--- config.mk ---
export PLATFORM = sky130hd
export DESIGN_NAME = hansen_mem_arbiter
export DESIGN_NICKNAME = d
export VERILOG_FILES = /design/src/rtl/hansen_mem_arbiter.sv
export SDC_FILE = /design/constraint.sdc
export NUM_CORES = 1
export LEC_CHECK = 0
export ABC_AREA = 1
export CAP_MARGIN = 0
export CORE_AREA = 2 2 106 108
export CTS_CLUSTER_DIAMETER = 40
export DETAILED_ROUTE_END_ITERATION = 8
export DIE_AREA = 0 0 108 110
export DONT_BUFFER_PORTS = 1
export PLACE_DENSITY = 0.7
export REMOVE_ABC_BUFFERS = 1
export SYNTH_ARGS = -nofsm -noshare
export SYNTH_HDL_FRONTEND = slang
export SYNTH_SLANG_ARGS = --single-unit
--- constraint.sdc ---
create_clock -name clk -period 4.14 [get_ports clk]
set_input_delay 0.621 -clock clk [delete_from_list [all_inputs] [get_ports clk]]
set_output_delay 0.621 -clock clk [all_outputs]
set_load 0.05 [all_outputs]
--- src/rtl/hansen_mem_arbiter.sv ---
// rtl/hansen_mem_arbiter.sv - fetch/data arbiter onto one single-ported memory with starvation guard and watchdog
module hansen_mem_arbiter #(
   parameter int ADDR_W     = 32,
   parameter int DATA_W     = 32,
   parameter int STARVE_MAX = 4,
   parameter int TIMEOUT    = 16
) (
   input  logic              clk,
   input  logic              reset,
   input  logic              i_req,
   input  logic [ADDR_W-1:0] i_addr,
   output logic              i_gnt,
   output logic              i_rvalid,
   output logic [DATA_W-1:0] i_rdata,
   output logic              i_err,
   input  logic              d_req,
   input  logic              d_we,
   input  logic [ADDR_W-1:0] d_addr,
   input  logic [DATA_W-1:0] d_wdata,
   output logic              d_gnt,
   output logic              d_rvalid,
   output logic [DATA_W-1:0] d_rdata,
   output logic              d_err,
   output logic              mem_req,
   output logic              mem_we,
   output logic [ADDR_W-1:0] mem_addr,
   output logic [DATA_W-1:0] mem_wdata,
   input  logic              mem_ready,
   input  logic [DATA_W-1:0] mem_rdata
);

   localparam int SC_W = $clog2(STARVE_MAX + 1);
   localparam int WD_W = (TIMEOUT > 1) ? $clog2(TIMEOUT) : 1;
   localparam logic [SC_W-1:0] SC_MAX  = SC_W'(STARVE_MAX);
   localparam logic [WD_W-1:0] WD_LAST = (TIMEOUT == 0) ? '0 : WD_W'(TIMEOUT - 1);

   typedef enum logic [1:0] {
      S_IDLE   = 2'd0,
      S_BUSY_I = 2'd1,
      S_BUSY_D = 2'd2
   } state_t;

   state_t            r_state;
   state_t            w_next;
   logic              w_i_win;
   logic              w_d_win;
   logic              w_timeout;
   logic [SC_W-1:0]   r_starve;
   logic [WD_W-1:0]   r_wdog;
   logic              r_we;
   logic [ADDR_W-1:0] r_addr;
   logic [DATA_W-1:0] r_wdata;
   logic              r_i_rvalid;
   logic [DATA_W-1:0] r_i_rdata;
   logic              r_i_err;
   logic              r_d_rvalid;
   logic [DATA_W-1:0] r_d_rdata;
   logic              r_d_err;

   // Watchdog fires on the last allowed BUSY cycle only if memory is still not ready.
   assign w_timeout = (TIMEOUT != 0) && (r_wdog == WD_LAST) && !mem_ready;

   assign mem_req   = (r_state != S_IDLE);
   assign mem_we    = r_we;
   assign mem_addr  = r_addr;
   assign mem_wdata = r_wdata;
   assign i_rvalid  = r_i_rvalid;
   assign i_rdata   = r_i_rdata;
   assign i_err     = r_i_err;
   assign d_rvalid  = r_d_rvalid;
   assign d_rdata   = r_d_rdata;
   assign d_err     = r_d_err;

   // State register.
   always_ff @(posedge clk) begin
      if (reset) begin
         r_state <= S_IDLE;
      end else begin
         r_state <= w_next;
      end
   end

   // Arbitration and next state: data wins unless fetch has been starved STARVE_MAX times.
   always_comb begin
      w_next  = r_state;
      w_i_win = 1'b0;
      w_d_win = 1'b0;
      i_gnt   = 1'b0;
      d_gnt   = 1'b0;
      case (r_state)
         S_IDLE: begin
            if (d_req && !(i_req && (r_starve == SC_MAX))) begin
               w_d_win = 1'b1;
               w_next  = S_BUSY_D;
            end else if (i_req) begin
               w_i_win = 1'b1;
               w_next  = S_BUSY_I;
            end
            i_gnt = w_i_win;
            d_gnt = w_d_win;
         end
         S_BUSY_I, S_BUSY_D: begin
            if (mem_ready || w_timeout) begin
               w_next = S_IDLE;
            end
         end
         default: w_next = S_IDLE;
      endcase
   end

   // Starvation counter and watchdog bookkeeping.
   always_ff @(posedge clk) begin
      if (reset) begin
         r_starve <= '0;
         r_wdog   <= '0;
      end else if (r_state == S_IDLE) begin
         r_wdog <= '0;
         if (w_i_win || !i_req) begin
            r_starve <= '0;
         end else if (w_d_win && (r_starve != SC_MAX)) begin
            r_starve <= r_starve + SC_W'(1);
         end
      end else if (TIMEOUT != 0) begin
         r_wdog <= r_wdog + WD_W'(1);
      end
   end

   // Latch the winning request so the memory sees stable signals for the whole access.
   always_ff @(posedge clk) begin
      if (reset) begin
         r_we    <= 1'b0;
         r_addr  <= '0;
         r_wdata <= '0;
      end else if (w_d_win) begin
         r_we    <= d_we;
         r_addr  <= d_addr;
         r_wdata <= d_wdata;
      end else if (w_i_win) begin
         r_we    <= 1'b0;
         r_addr  <= i_addr;
         r_wdata <= '0;
      end
   end

   // Completion responses: one-cycle rvalid pulse, rdata/err held until the next completion.
   always_ff @(posedge clk) begin
      if (reset) begin
         r_i_rvalid <= 1'b0;
         r_i_rdata  <= '0;
         r_i_err    <= 1'b0;
         r_d_rvalid <= 1'b0;
         r_d_rdata  <= '0;
         r_d_err    <= 1'b0;
      end else begin
         r_i_rvalid <= 1'b0;
         r_d_rvalid <= 1'b0;
         if (r_state == S_BUSY_I) begin
            if (mem_ready) begin
               r_i_rvalid <= 1'b1;
               r_i_rdata  <= mem_rdata;
               r_i_err    <= 1'b0;
            end else if (w_timeout) begin
               r_i_rvalid <= 1'b1;
               r_i_rdata  <= '0;
               r_i_err    <= 1'b1;
            end
         end
         if (r_state == S_BUSY_D) begin
            if (mem_ready) begin
               r_d_rvalid <= 1'b1;
               r_d_rdata  <= r_we ? '0 : mem_rdata;
               r_d_err    <= 1'b0;
            end else if (w_timeout) begin
               r_d_rvalid <= 1'b1;
               r_d_rdata  <= '0;
               r_d_err    <= 1'b1;
            end
         end
      end
   end

endmodule

==> run metrics <==
critical path start-end classification=reg -> out; worst hold slack across all endpoints=roughly 170 ps; Critical Path Fanout Max=35; height of the die=~110 um; clk buf depth=2; CTS sink count=142; most frequent standard cell in the layout excluding fill and tap cells=nand2_1; clock-pin transition on the worst setup and hold timing paths=~60 ps; worst hold path type=in -> reg; die width=approximately 110 um; max capacitance violation total=0; initial core utilization=0.5678; main combinational cell family by area after synthesis=simple AND/OR/NAND/NOR gates; clk root buf=clkbuf_8; unique cell type count in the Yosys netlist=24; share of post-route cells with drive strength above 1=0.05353; synthesized-area fraction occupied by ao, oa, aoi and oai cells=0.08919; P_sw=just under 2 mW; number of slew-limit violations in the final report=0; I/O Buffers=0; clock period minus final worst setup slack=approximately 3300 ps; multiplexer fraction of the synthesized cell area=0; residual DRC count=0; sequential cell area fraction in the yosys report=0.4680; worst voltage drop across the vdd grid=about 0.00033 V; count of hold-fix buffers inserted at cts=0; Clock power frac=0.322; synthesized instance count=around 850; Row Count=38; area of the core=~11000 sq um; vias in the first global route=between 4000 and 5000; leakage power=2.888 nW; global-route total usage across every layer=0.2527; maximum clock frequency=roughly 0.31 GHz; synthesized area per cell=7.121 sq um; number of clock buffers inserted by TritonCTS=17; data required time at the worst endpoint=approximately 3500 ps; setup slack of the worst register-to-register path=about 1600 ps; switching power as a share of total power=0.4164; largest net degree at the start of global routing=about 110; number of antenna violations at the first check in global routing=0; Setup violations, final=0; Yosys top cell area share=0.4680; RSZ-0062 raised after global routing=false; type of origin of the critical path=register; Synth Register Bits=approximately 140; post-synthesis to final-layout area growth=6.982%; buffers inserted during post-CTS setup optimization=0; part of the cycle the worst path needs=0.7901; total grt overflow=0; slew of the pin with the lowest slew margin=roughly 1200 ps; final WL=15410 um; hold violation count in the final report=0; DR pass1 iterations=5; Worst slew margin=0.1990; detailed placement HPWL=10080 um; area of the die=roughly 12000 sq um; Ports=270; clock network latency to the later pin of the worst-skew pair=between 500 and 600 ps; wire per inst=16.02 um; vias=5335; largest cells by area after synthesis=dfxtp_1 (47%), nand2_1 (17%), a21oi_1 (8.5%); clock tree skew after final layout=roughly 15 ps; final estimated routing congestion in global placement=a little under 0.8; sequential group share of total power=0.502; CTS tree=done; cell area after synthesis=between 6000 and 7000 sq um; synth warn=0; final net count=949; Final TNS setup=0 ps; violation count after the first detailed-routing iteration=404; maximum level of the CTS H-tree=4; combinational share of power=0.176; Crit path arrival time=~2700 ps; simple logic cell fraction of the synthesized area=0.3203; result of the run=finished clean; Crit. End Element=output pin; vias per cell=5.546; Synth area leader=dfxtp_1; power per standard cell area=710.2 nW/um^2; Post-CTS Resized=0; fraction of the mapped netlist area in adder cells=0.01236; wire length of the first global-routing pass=~24000 um; number of inserted diodes=0; most used cells in the layout excluding fill and tap cells=nand2_1 (270), dfxtp_1 (141), a21oi_1 (103), nand3_1 (103), inv_1 (73); fraction of synthesized cell area in xor and xnor cells=0.002884; Antenna Nets Post-Route=0; cell-internal power=2.694 mW
-- sequential cells by signal, indices dropped and copies added, names as in the netlist --
| name | count |
|---|---|
| i_rvalid | 1 |
| d_err | 1 |
| mem_we | 1 |
| mem_addr | 32 |
| d_rdata | 32 |
| i_err | 1 |
| r_starve | 3 |
| i_rdata | 32 |
| r_wdog | 4 |
| r_state | 2 |
| mem_wdata | 32 |
| d_rvalid | 1 |
-- routing by layer --
layer	GRT usage	wire length [um]	vias to the layer above
li1	-	-	2645
met1	0.2918	6077	2442
met2	0.4290	7548	229
met3	0.09877	1555	19
met4	0.08791	231	0
met5	0	0	-
-- path summary, 6_finish.rpt --
check	start	to	cells after the start
min reg2reg	r_wdog[0]	r_wdog[0]	1
min	reset	mem_wdata[20]	1
max reg2reg	r_starve[0]	r_starve[1]	7
max	r_starve[0]	d_gnt	5
-- worst max-delay path: stages (launching register included) --
cell and delay [ps]:
dfxtp_1 340, inv_1 70, ha_1 200, nand3_2 480, nand3_4 490, inv_4 510
-- synth_stat cells (all sizes together) --
cell type and n:
o21ai 3, xor2 1, nand3 105, xnor2 1, buf 49, o211ai 1
dfxtp 142, ha 6, inv 76, clkbuf 17, nor2 45, nand2 272
a21oi 103, nand4 32
-- area by class of cell --
type                            instances  area (sq um)
Sequential cell                       142          2844
Multi-Input combinational cell        569          2587
Clock buffer                           20         445.4
Tap cell                              140         175.2
Clock inverter                         12         136.4
Fill cell                            1001          4199
Inverter                               76         287.8
Timing Repair Buffer                    3         22.52
-- per-stage QoR --
step / worst slack (ps) / util / power (mW) / cell area, sq um / std cells
final: 868.8 / 0.6075 / 4.616 / 6499 / 962
after global routing: 643.9 / 0.6075 / 4.846 / 6499 / 962
after CTS: 856.3 / 0.6075 / 4.638 / 6499 / 962
after detailed placement: 1417 / 0.5531 / 3.160 / 5917 / 930
after global placement: 1464 / 0.5531 / 3.118 / 5917 / 930
after floorplan: 1110 / - / 2.920 / 5710 / 787
-- power by group through the flow --
stage / clock (mW) / sequential (mW) / combinational (mW)
finish: 1.49 / 2.32 / 0.810
global route: 1.58 / 2.34 / 0.930
CTS: 1.50 / 2.32 / 0.814
detailed placement: 0 / 2.35 / 0.810
global placement: 0 / 2.34 / 0.776
floorplan: 0 / 2.29 / 0.629
-- cell families (layout without fill, tap and decap cells) --
family | count (synthesis) | after routing
AOI/OAI and AO/OA | 107 | 107
xor gates and xnor gates | 2 | 2
adders and majority gates | 6 | 6
buffers and inverters | 142 | 111
DFF | 142 | 142
and+or+nand+nor | 454 | 454
Note: power is estimated with default switching activity, not from simulation.
